--- src/rtl/alu_system_seq.sv ---
// -----------------------------------------------------------------------------
// alu_system_seq
//
// Self-sequencing 4-register ALU machine. An internal fetch/execute FSM reads
// 16-bit instructions (low byte at PC, high byte at PC+1) over a req/ack memory
// port, executes them against a 4-entry register file, and updates the
// {Z,C,N,O} flags.
//
// Instruction format: [15:12] op, [11:10] rd, [9:8] rs, [7:0] imm.
//
// Ports
//   Clock       in   rising-edge clock
//   Reset       in   synchronous, active-high; returns to IDLE, clears state
//   Start       in   one-cycle pulse, honoured only in IDLE or HALTED
//   MemReq      out  memory request, held until acknowledged
//   MemWE       out  1 = write, 0 = read (valid while MemReq)
//   MemAddr     out  request address (stable while MemReq)
//   MemWData    out  write data (stable while MemReq)
//   MemRData    in   read data, sampled when MemReq & MemAck
//   MemAck      in   completes the transfer in any cycle with MemReq & MemAck
//   Busy        out  1 in every state except IDLE and HALTED
//   Halted      out  1 in HALTED
//   PCOut       out  current PC
//   IROut       out  instruction register
//   ALUOutFlag  out  {Z,C,N,O}
//   DbgSel      in   register select for DbgOut
//   DbgOut      out  combinational read of GPR[DbgSel]
// -----------------------------------------------------------------------------
module alu_system_seq #(
   parameter int                DATA_W   = 8,
   parameter int                ADDR_W   = 8,
   parameter logic [ADDR_W-1:0] RESET_PC = '0
) (
   input  logic              Clock,
   input  logic              Reset,
   input  logic              Start,
   output logic              MemReq,
   output logic              MemWE,
   output logic [ADDR_W-1:0] MemAddr,
   output logic [DATA_W-1:0] MemWData,
   input  logic [DATA_W-1:0] MemRData,
   input  logic              MemAck,
   output logic              Busy,
   output logic              Halted,
   output logic [ADDR_W-1:0] PCOut,
   output logic [15:0]       IROut,
   output logic [3:0]        ALUOutFlag,
   input  logic [1:0]        DbgSel,
   output logic [DATA_W-1:0] DbgOut
);

   typedef enum logic [2:0] {
      S_IDLE,
      S_FETCH_L,
      S_FETCH_H,
      S_EXEC,
      S_MEM,
      S_HALTED
   } state_t;

   localparam logic [3:0] OP_NOP  = 4'h0;
   localparam logic [3:0] OP_LDI  = 4'h1;
   localparam logic [3:0] OP_LD   = 4'h2;
   localparam logic [3:0] OP_ST   = 4'h3;
   localparam logic [3:0] OP_MOV  = 4'h4;
   localparam logic [3:0] OP_ADD  = 4'h5;
   localparam logic [3:0] OP_SUB  = 4'h6;
   localparam logic [3:0] OP_AND  = 4'h7;
   localparam logic [3:0] OP_OR   = 4'h8;
   localparam logic [3:0] OP_XOR  = 4'h9;
   localparam logic [3:0] OP_NOT  = 4'hA;
   localparam logic [3:0] OP_LSL  = 4'hB;
   localparam logic [3:0] OP_LSR  = 4'hC;
   localparam logic [3:0] OP_BRA  = 4'hD;
   localparam logic [3:0] OP_BZ   = 4'hE;
   localparam logic [3:0] OP_HALT = 4'hF;

   // Flag bit positions inside {Z,C,N,O}
   localparam int FL_Z = 3;
   localparam int FL_C = 2;
   localparam int FL_O = 0;

   // Two's-complement overflow of a + b: operands agree in sign, result does not.
   function automatic logic add_ovf(input logic signed [DATA_W-1:0] a,
                                    input logic signed [DATA_W-1:0] b,
                                    input logic signed [DATA_W-1:0] r);
      return ((a < 0) == (b < 0)) && ((r < 0) != (a < 0));
   endfunction

   // Two's-complement overflow of a - b: operands differ in sign and the
   // result sign differs from the minuend.
   function automatic logic sub_ovf(input logic signed [DATA_W-1:0] a,
                                    input logic signed [DATA_W-1:0] b,
                                    input logic signed [DATA_W-1:0] r);
      return ((a < 0) != (b < 0)) && ((r < 0) != (a < 0));
   endfunction

   state_t              state_q, state_d;
   logic [ADDR_W-1:0]   pc_q, pc_d;
   logic [15:0]         ir_q, ir_d;
   logic [DATA_W-1:0]   gpr_q [4];
   logic [DATA_W-1:0]   gpr_d [4];
   logic [3:0]          flags_q, flags_d;
   logic                req_q, req_d;
   logic                we_q, we_d;
   logic [ADDR_W-1:0]   addr_q, addr_d;
   logic [DATA_W-1:0]   wdata_q, wdata_d;

   // Instruction decode
   logic [3:0]          op;
   logic [1:0]          rd, rs;
   logic [DATA_W-1:0]   imm_data;
   logic [ADDR_W-1:0]   imm_addr;
   logic [DATA_W-1:0]   opa, opb;
   logic                xfer;

   assign op       = ir_q[15:12];
   assign rd       = ir_q[11:10];
   assign rs       = ir_q[9:8];
   assign imm_data = DATA_W'(ir_q[7:0]);
   assign imm_addr = ADDR_W'(ir_q[7:0]);
   // Both operands come from the registered file, so rd==rs sees the old value.
   assign opa      = gpr_q[rd];
   assign opb      = gpr_q[rs];
   assign xfer     = req_q & MemAck;

   // ALU
   logic [DATA_W:0]     add_w, sub_w;
   logic [DATA_W-1:0]   alu_res;
   logic                alu_c, alu_o;
   logic                alu_updates_flags;

   assign alu_updates_flags = (op >= OP_ADD) && (op <= OP_LSR);

   always_comb begin
      add_w   = {1'b0, opa} + {1'b0, opb};
      // The extra top bit of an unsigned subtraction is the borrow (opa < opb).
      sub_w   = {1'b0, opa} - {1'b0, opb};
      alu_res = opa;
      alu_c   = flags_q[FL_C];
      alu_o   = flags_q[FL_O];
      case (op)
         OP_ADD: begin
            alu_res = add_w[DATA_W-1:0];
            alu_c   = add_w[DATA_W];
            alu_o   = add_ovf(opa, opb, add_w[DATA_W-1:0]);
         end
         OP_SUB: begin
            alu_res = sub_w[DATA_W-1:0];
            alu_c   = sub_w[DATA_W];
            alu_o   = sub_ovf(opa, opb, sub_w[DATA_W-1:0]);
         end
         OP_AND: alu_res = opa & opb;
         OP_OR:  alu_res = opa | opb;
         OP_XOR: alu_res = opa ^ opb;
         OP_NOT: alu_res = ~opb;
         OP_LSL: begin
            alu_res = {opb[DATA_W-2:0], 1'b0};
            alu_c   = opb[DATA_W-1];
         end
         OP_LSR: begin
            alu_res = {1'b0, opb[DATA_W-1:1]};
            alu_c   = opb[0];
         end
         default: ;
      endcase
   end

   // Next-state and memory-port logic. The memory port is registered, so the
   // request for a state is set up on the edge that enters it; that is what
   // lets a zero-wait memory complete a transfer in the state's first cycle.
   always_comb begin
      state_d = state_q;
      pc_d    = pc_q;
      ir_d    = ir_q;
      gpr_d   = gpr_q;
      flags_d = flags_q;
      req_d   = req_q;
      we_d    = we_q;
      addr_d  = addr_q;
      wdata_d = wdata_q;

      case (state_q)
         S_IDLE, S_HALTED: begin
            if (Start) begin
               state_d = S_FETCH_L;
               req_d   = 1'b1;
               we_d    = 1'b0;
               addr_d  = pc_q;
            end
         end

         S_FETCH_L: begin
            if (xfer) begin
               ir_d[7:0] = MemRData[7:0];
               state_d   = S_FETCH_H;
               addr_d    = pc_q + ADDR_W'(1);
            end
         end

         S_FETCH_H: begin
            if (xfer) begin
               ir_d[15:8] = MemRData[7:0];
               pc_d       = pc_q + ADDR_W'(2);
               state_d    = S_EXEC;
               req_d      = 1'b0;
            end
         end

         S_EXEC: begin
            state_d = S_FETCH_L;
            case (op)
               OP_NOP: ;
               OP_LDI: gpr_d[rd] = imm_data;
               OP_LD: begin
                  state_d = S_MEM;
                  req_d   = 1'b1;
                  we_d    = 1'b0;
                  addr_d  = imm_addr;
               end
               OP_ST: begin
                  state_d = S_MEM;
                  req_d   = 1'b1;
                  we_d    = 1'b1;
                  addr_d  = imm_addr;
                  wdata_d = opa;
               end
               OP_MOV: gpr_d[rd] = opb;
               OP_BRA: pc_d = imm_addr;
               // Flags here are those held on entry to EXEC.
               OP_BZ: if (flags_q[FL_Z]) pc_d = imm_addr;
               OP_HALT: state_d = S_HALTED;
               default: ;
            endcase

            if (alu_updates_flags) begin
               gpr_d[rd] = alu_res;
               flags_d   = {(alu_res == '0), alu_c, alu_res[DATA_W-1], alu_o};
            end

            // Fetch address follows any branch taken this cycle.
            if (state_d == S_FETCH_L) begin
               req_d  = 1'b1;
               we_d   = 1'b0;
               addr_d = pc_d;
            end
         end

         S_MEM: begin
            if (xfer) begin
               if (!we_q) gpr_d[rd] = MemRData;
               state_d = S_FETCH_L;
               req_d   = 1'b1;
               we_d    = 1'b0;
               addr_d  = pc_q;
            end
         end

         default: state_d = S_IDLE;
      endcase
   end

   always_ff @(posedge Clock) begin
      if (Reset) begin
         state_q <= S_IDLE;
         pc_q    <= RESET_PC;
         ir_q    <= '0;
         for (int i = 0; i < 4; i++) gpr_q[i] <= '0;
         flags_q <= '0;
         req_q   <= 1'b0;
         we_q    <= 1'b0;
         addr_q  <= '0;
         wdata_q <= '0;
      end else begin
         state_q <= state_d;
         pc_q    <= pc_d;
         ir_q    <= ir_d;
         gpr_q   <= gpr_d;
         flags_q <= flags_d;
         req_q   <= req_d;
         we_q    <= we_d;
         addr_q  <= addr_d;
         wdata_q <= wdata_d;
      end
   end

   assign MemReq     = req_q;
   assign MemWE      = we_q;
   assign MemAddr    = addr_q;
   assign MemWData   = wdata_q;
   assign Busy       = (state_q != S_IDLE) && (state_q != S_HALTED);
   assign Halted     = (state_q == S_HALTED);
   assign PCOut      = pc_q;
   assign IROut      = ir_q;
   assign ALUOutFlag = flags_q;
   assign DbgOut     = gpr_q[DbgSel];

endmodule

--- config.mk ---
export PLATFORM = sky130hd
export DESIGN_NAME = alu_system_seq
export DESIGN_NICKNAME = d
export VERILOG_FILES = /design/src/rtl/alu_system_seq.sv
export SDC_FILE = /design/constraint.sdc
export NUM_CORES = 1
export LEC_CHECK = 0
export CAP_MARGIN = 10
export CORE_UTILIZATION = 30
export CTS_CLUSTER_DIAMETER = 30
export CTS_CLUSTER_SIZE = 8
export DETAILED_ROUTE_END_ITERATION = 7
export GPL_TIMING_DRIVEN = 0
export PLACE_DENSITY_LB_ADDON = 0.3
export SYNTH_ARGS = -nofsm -noshare
export SYNTH_HDL_FRONTEND = slang
export SYNTH_SLANG_ARGS = --single-unit
--- constraint.sdc ---
create_clock -name Clock -period 5 [get_ports Clock]
set_input_delay 0.5 -clock Clock [delete_from_list [all_inputs] [get_ports Clock]]
set_output_delay 0.5 -clock Clock [all_outputs]
set_load 0.01 [all_outputs]
==> results.txt, run 1 <==
The run finished with clean final reports. The final layout contains routed wiring with a total length of 26400 µm. At the worst endpoint, the required time is 5270 ps. Setup slack on the worst reg-to-reg path comes out at 660 ps. The worst hold path cell count is 2. Entering global routing, the biggest net connects 16 pins.

Counting both buffers and inverters, the worst setup path holds a total of 4. The floorplan step set the die height to 152 µm. Setup slack closes at 659 ps. Number of antenna violations at the first check in global routing: 0.

TritonCTS built the clock tree. In the final layout, the share of cells above drive strength 1 is 10.0%. The power density relative to cell area is 199 mW/mm², and the maximum frequency from static timing analysis is 230 MHz.

The clock input transition at the sequential cells of the worst setup and hold paths came out at 70 ps. Counting the buffers created by CTS gives 9. The biggest cell delay along the critical path was 670 ps. Startpoint of the most critical setup path: IROut[10]$_SDFFE_PP0P_.

The run gives 0 as the final global-route overflow total. The synthesized design contains 81 register bits. The reg-to-reg startpoint is IROut[10]$_SDFFE_PP0P_. The startpoint of the worst hold path was ALUOutFlag[0]$_SDFFE_PP0P_.

Clock latency on the worst-skew pair, taken at its later pin, is 360 ps. 0 antenna diodes ended up in the layout. On the critical path the largest part of the delay comes from simple AND/OR/NAND/NOR gates. The run gives 40000 µm as the first-pass GRT wire length. The overall die width is 152 µm, and the post-placement worst setup slack is 686 ps. On the critical path, the stage with the largest delay is an instance of mux4_2.

For the count of synthesis-stage warnings from yosys, the log shows 0. The critical path goes through clkbuf_1, buf_2, mux4_2, inv_1, ha_1, clkbuf_1, or4_1, a31oi_1, mux2_2, and3_2, and2_1, o22ai_1. After the flow finishes, the layout carries non-filler instances totaling 1210. In the final layout, the multi-input gates occupy 0.00461 mm². CTS placed an instance of clkbuf_16 at the clock tree root. In this run the worst path has a maximum fanout of 10.

The clock passes through at most 2 buffers. The area inside the core boundary came out at 0.0219 mm². In the final design database the tool counted 968 nets.

The run gives 24.1% as the proportion of synthesized chip area in sequential cells. Dividing the detail-routed via count by the number of cells gives 6.01. Ranked by total cell area, the synthesized netlist is headed by dfxtp_1 24%, mux4_2 7.0%, nor2_1 6.3%. The H-tree was split into 3 levels.

The logs give 5 for the number of detailed-route iterations in the first pass and 1194 for the placed instance count. The worst hold path endpoint was ALUOutFlag[0]$_SDFFE_PP0P_. The data arrival at the endpoint of the critical path is 4610 ps, and the total via count after detailed routing is 7272. The signed area change from the synthesized netlist to the final layout is 19.5%. In this run the critical register-to-register path is captured at gpr_q[7]$_SDFFE_PP0P_. Yosys mapped a number of flops with a built-in enable equal to 0. Fill cells in the final layout number 2349. In the synthesized netlist, the cells that appear most often are 113 x nor2_1, 81 x dfxtp_1, 80 x a21oi_1, 61 x nand2_1, 46 x o21ai_0. The sequential cell area in the final layout came out at 0.00162 mm². The average routed wire per standard cell was 21.8 µm; the number of buffers inserted by post-CTS setup repair was 0. The synthesized design devotes to its leading area cell type 24.1% of total area. The worst setup path is of the reg2reg kind. The setup violation total in the final timing report came out at 0. After clock tree synthesis, the repair step resized 0 gates. The final critical path time including I/O delays and setup was 4340 ps. The static leakage was 0.00253 µW; the cell area after synthesis was 0.00672 mm².

In this run the worst hold path is classified as reg2reg. The number of hold-slack violations in the final timing report was 0; the number of routed nets with antenna violations was 0. The largest voltage drop on the vdd net is 160 µV, and the via count of the first global-routing pass is 6664.

The run gives 19600 µm as the half-perimeter wire length after detailed placement. The cell count after synthesis came out at 847. The largest total area in the synthesized netlist belongs to dfxtp_1. The worst setup path is launched from a register. The worst setup path is captured at a register. Count of cells along the worst register-to-register path: 12. Counting stages on the worst path, the most repeated cell is clkbuf_1.

The tools report the number of ports placed on the die boundary as 70. Setup repair after global routing left no endpoint under its margin. A synthesized cell averages 7.94 µm². The run gives 890 as the net count after synthesis. The number of hold-repair buffers added at the cts stage is 0.

Once the floorplan was initialized, standard cells occupied 30.7% of the core. The worst slew slack as a fraction of its limit is 42.2%. Commonest register cell after synthesis: dfxtp_1.

Global routing consumed, over all layers together, 23.4% of the routing resources. The actual slew at the worst max-slew pin is 867 ps. After the first detailed-routing iteration, the DRC count stood at 839. After synthesis, the share of flip-flops with an asynchronous set or reset is 0%.

Routability congestion estimate: 0.921. Post-route total power: 1600 µW. The clock drives 81 sinks. Yosys instantiated no cell more often than nor2_1. The count of input and output buffers came out at 67. For the final database, setup skew stands at 12.5 ps. Setup total negative slack on the finished layout was measured at 0 ps. Max-cap violations in this run came to 0.

The die footprint is 0.0230 mm², and the number of pins exceeding their max-slew limit in the final report is 0. Synthesis instantiated 79 different standard cells from the library. In the finished design, the share of the clock period the worst path needs comes to 86.8%.

The DRC violations left is 0, and the number of placement rows is 54.
-- metal layers --
layer | GRT usage [%] | vias up | wire, µm
met5 | 0 | - | 0
met4 | 10.2 | 0 | 992
met3 | 3.41 | 61 | 2240
met2 | 35.3 | 401 | 11600
met1 | 32.8 | 3463 | 11600
li1 | - | 3347 | -
-- worst register-to-register path: cells and delay by family (launching register included) --
| family | cells | cell delay [ps] |
|---|---|---|
| fa+ha+maj | 1 | 240 |
| compound gates | 2 | 480 |
| mux | 2 | 1040 |
| buf+inv | 4 | 1050 |
| simple gates | 3 | 1100 |
| flops | 1 | 340 |
-- area by class of cell --
cell class                      instances  share of cell area, %
Sequential cell                        81                   20.2
Buffer                                 72                   4.69
Timing Repair Buffer                   67                   8.35
Tap cell                              280                   4.36
Clock inverter                          6                  0.623
Multi-Input combinational cell        664                   57.4
Clock buffer                           10                   2.98
Inverter                               30                   1.40
-- registers in the layout, indices dropped and copies added, names as in the netlist --
register,cells
gpr_q,32
IROut,16
MemAddr,8
MemWData,8
PCOut,8
ALUOutFlag,4
state_q,3
MemReq,1
MemWE,1
-- how the worst max path moves through the flow --
stage / end / slack, ps / cells past startpoint
final: gpr_q[7]$_SDFFE_PP0P_ / 660 / 12
after floorplan: ALUOutFlag[3]$_SDFFE_PP0P_ / 1360 / 11
after CTS: gpr_q[7]$_SDFFE_PP0P_ / 650 / 12
after global placement: gpr_q[7]$_SDFFE_PP0P_ / 710 / 12
after detailed placement: gpr_q[7]$_SDFFE_PP0P_ / 690 / 12
after global routing: gpr_q[7]$_SDFFE_PP0P_ / 410 / 12
-- cell families after synthesis --
kind of cell,Yosys count,synth area share (%)
AOI/OAI and AO/OA,295,29.9
adders and majority gates,29,5.62
muxes,40,10.6
DFF,81,24.1
buffers and inverters,102,7.28
xor gates and xnor gates,8,1.04
and+or+nand+nor,292,21.4
-- stage by stage --
| step | util [%] | instance area (µm²) | hold WS, ps |
|---|---|---|---|
| after CTS | 36.7 | 8030 | 466 |
| after global placement | 35.4 | 7740 | 451 |
| final | 36.7 | 8030 | 457 |
| after detailed placement | 35.4 | 7740 | 457 |
| after floorplan | - | 6720 | 478 |
| after global routing | 36.7 | 8030 | 494 |
-- cells in the final DEF (no fill, tap or decap), types with 6 or more instances in the layout --
cell,count
a211oi_1,31
a21oi_1,80
a221oi_1,7
a22o_1,10
a22oi_1,11
a311oi_1,19
a31oi_1,7
a32oi_1,13
and2_1,8
and3_1,7
buf_2,15
clkbuf_1,42
clkbuf_16,9
clkdlybuf4s50_1,67
dfxtp_1,81
ha_1,27
inv_1,30
mux2i_1,15
mux4_2,21
nand2_1,61
nand2b_1,11
nand3_1,15
nor2_1,113
nor2b_1,9
nor3_1,29
o211ai_1,6
o21ai_0,46
o21ai_1,6
o22ai_1,12
-- power by group --
| part | internal (µW) | switching, µW |
|---|---|---|
| Clock | 356 | 299 |
| Sequential | 668 | 20.2 |
| Combinational | 106 | 151 |
Power figures use the tool's default switching activity.
==> inputs of run 2 (changes only) <==
- CORE_MARGIN: unset -> 1.5
==> run 2 against run 1 <==
- design area increased by 0.11%
- first-iteration DRC count decreased by 16%
- die area increased by 1.3%
- setup slack improved by 28 ps
- clock-buffer cell count decreased by 1
- register-to-register slack improved by 30 ps
- critical path depth unchanged
- power increased by 1.2%
- sequential share of layout area about the same
- global-route usage decreased by 1.1 points
- combinational power about the same
- critical path type unchanged
- critical endpoint is now gpr_q[23]$_SDFFE_PP0P_
==> results.txt, run 2 (same netlist as run 1, synthesis figures left out) <==
The worst setup path is captured at a register. The tools report the number of placement rows as 54 (unchanged). In this run the worst setup path begins at IROut[10]$_SDFFE_PP0P_. The data arrival at the endpoint of the critical path is 4590 ps (-20 ps), and the routed wire length is 26400 µm (-0.18%).

The critical path in this run is classified as reg2reg. Number of fill cells: 2353 (+0.17%). The via count of the first global-routing pass is 6764 (+1.5%), and the overall die width is 153 µm (+0.66%). In the layout the commonest cells are 113 x nor2_1, 81 x dfxtp_1, 80 x a21oi_1, 67 x clkdlybuf4s50_1, 61 x nand2_1.

The cell repeated most along the worst path was clkbuf_1. The number of detailed-route iterations in the first pass was 5 (unchanged). The post-placement worst setup slack was 702 ps (+15.9 ps); the final critical path time including I/O delays and setup was 4310 ps (-28.3 ps). The library cell used most frequently in the layout, excluding fill and tap cells, is nor2_1. The final global-route overflow total is 0 (unchanged), and the largest voltage drop on the vdd net is 176 µV (+9.6%). In this run the clock root is driven by a clkbuf_16. The total via count after detailed routing was 7310 (+0.52%); the worst hold path cell count was 2 (unchanged). The flip-flop count of the largest register after layout is 32 (unchanged), and the number of antenna violations at the first check in global routing is 0 (unchanged).

Among cell families on the critical path, the largest total delay comes from simple AND/OR/NAND/NOR gates. The run gives 0.0219 mm² (unchanged) as the area inside the core boundary. Slowest cell on the critical path: mux4_2. The floorplan die height came out at 153 µm (+0.66%). The tools report the starting utilization of the core area as 30.7% (unchanged).

For the first-pass GRT wire length, the log shows 40300 µm (+0.83%). The average routed wire per standard cell is 21.8 µm (-0.18%), and the met1 demand-to-capacity share in global routing is 30.7% (-2.1 points). The clock input transition at the sequential cells of the worst setup and hold paths works out to 70 ps (about the same).

Number of buffers inserted by post-CTS setup repair: 0 (unchanged). The count of input and output buffers came out at 67 (unchanged). The tools report the pin count of the biggest net entering global routing as 18 (+2). The all-layer global routing usage is 22.3% (-1.1 points), and the setup violation total in the final timing report is 0 (unchanged).

The run gives 42.5% (+0.29 points) as the worst slew slack as a fraction of its limit. The DRC marker count from the first detailed-route iteration was 703 (-16%). The worst min-delay path class was reg2reg. The half-perimeter wire length after detailed placement was 19600 µm (-0.13%); the reg-to-reg setup timing slack was 690 ps (+30 ps). The sum of buffers and inverters on the critical path is 4 (unchanged). TritonCTS built the clock tree.

The number of hold-slack violations in the final timing report is 0 (unchanged). The number of ports placed on the die boundary is 70 (unchanged). The peak fanout along the critical path is 10 (unchanged), and the static leakage is 0.00253 µW (about the same). The maximum root-to-sink buffer count is 2 (unchanged). The tools report the number of hold-repair buffers added at the cts stage as 0 (unchanged).

For hold timing, the worst endpoint is ALUOutFlag[0]$_SDFFE_PP0P_. The tools report the post-cts gate resize count as 0 (unchanged). The number of clock buffers inserted by TritonCTS was 9 (unchanged). For the number of nets in the finished design, the log shows 968 (unchanged). The flow ran to the end, and the final reports show no timing, DRC or antenna violations. The post-layout worst setup margin was 687 ps (+28.3 ps). The final worst-path cycle share came out at 86.3% (-0.57 points). The max-cap violation count is 0 (unchanged). After global routing, the most crowded layer is met2. The biggest cell delay along the critical path is 640 ps (-30 ps). The actual slew at the worst max-slew pin came out at 863 ps (-4.42 ps). For the met2 global-route usage, the log shows 33.4% (-1.9 points).

The logs give 0 (unchanged) for the antenna diode count and 5.49% (+2.1 points) for the met3 layer usage reported by global route. The tools report the routability congestion estimate as 0.957 (+4.0%). Setup repair after global routing left no endpoint under its margin. End of the worst register-to-register path: gpr_q[23]$_SDFFE_PP0P_. The DRC violations left was 0 (unchanged); the clock latency on the worst-skew pair was 350 ps (about the same).

The die footprint came out at 0.0233 mm² (+1.3%). The critical path goes through clkbuf_1, buf_2, mux4_2, inv_1, ha_1, clkbuf_1, or4_1, a31oi_1, mux2_2, and3_2, and2_1, o22ai_1. The count of cells along the worst register-to-register path came out at 12 (unchanged). The worst hold path begins at ALUOutFlag[0]$_SDFFE_PP0P_.

The number of pins exceeding their max-slew limit in the final report was 0 (unchanged). Largest register by flop count: gpr_q. The data required time at the worst endpoint is 5280 ps (about the same), and the maximum frequency from static timing analysis is 232 MHz (+0.66%). The maximum level of the CTS H-tree was 3 (unchanged); the power density relative to cell area was 201 mW/mm² (+1.1%).

The number of routed nets with antenna violations is 0 (unchanged), and the signed area change from the synthesized netlist to the final layout is 19.6%. The setup TNS after final layout is 0 ps (unchanged), and the worst setup skew after layout is 10.7 ps (-1.87 ps). Reg-to-reg startpoint: IROut[10]$_SDFFE_PP0P_. The worst setup path is launched from a register.

The clock sink count is 81 (unchanged). The layout cell share with drive strength beyond 1 was 10.0% (unchanged); the routed via count divided by cell count was 6.04 (+0.52%).
==> run 2: cell count changes in the layout (fill, tap and decap cells not counted), sizes merged <==
cell / change
inv: +2
clkbuf: -1
clkinv: -1
==> run 2: layer usage <==
layer / wire (µm) / part of all wire [%]
met1: 11500 / 43
met2: 11500 / 44
met3: 2500 / 9.5
met4: 913 / 3.5
met5: 0 / 0
==> run 2: power breakdown <==
group	total [µW]	switching [µW]	internal, µW
sequential	687	19.7	667
clock	673	320	353
combinational	258	152	106
total	1620	492	1130
==> run 2: cell type report <==
cell class	count	area, µm²	area share [%]
multi-input cells	664	4610	57.3
inverters	30	113	1.40
flip-flops and latches	81	1620	20.2
repair buffers	67	671	8.34
well taps	280	350	4.36
clock inverters	7	72.6	0.903
clock buffers	9	225	2.80
plain buffers	72	377	4.68
==> run 2: per-stage QoR <==
step,std cells,utilization (%),power [µW],area (µm²),hold slack [ps]
2_1_floorplan,847,-,850,6720,478
3_3_place_gp,1194,35.4,955,7740,452
3_5_place_dp,1194,35.4,958,7740,454
4_1_cts,1210,36.7,1640,8040,466
5_1_grt,1210,36.7,1690,8040,495
6_report,1210,36.7,1620,8040,459
==> run 2: worst register-to-register path, delay by kind of cell, from the launching register on <==
kind                       cells  cell delay, ps
and+or+nand+nor                3            1120
adders and majority gates      1             240
muxes                          2            1020
buffers and inverters          4            1100
DFF                            1             330
AOI/OAI and AO/OA              2             420
==> run 2: worst max-delay path by stage <==
stage,end,slack [ps],cells past startpoint
final,gpr_q[23]$_SDFFE_PP0P_,690,12
after floorplan,ALUOutFlag[3]$_SDFFE_PP0P_,1360,11
after global placement,gpr_q[15]$_SDFFE_PP0P_,730,12
after global routing,gpr_q[15]$_SDFFE_PP0P_,390,12
after CTS,gpr_q[23]$_SDFFE_PP0P_,660,12
after detailed placement,gpr_q[15]$_SDFFE_PP0P_,700,12
==> inputs of run 3 (changes only) <==
- clock period: 5 -> 4.9 ns (I/O delays scaled with it)
==> results of run 3 <==
The final DEF is identical to that of run 2. Status: complete, no violations.
Among the figures that moved: setup slack after placement 702 ps -> 602 ps; setup slack after layout 687 ps -> 587 ps; register-to-register setup slack 690 ps -> 590 ps; total power 1620 µW -> 1650 µW; worst IR drop on VDD 176 µV -> 180 µV
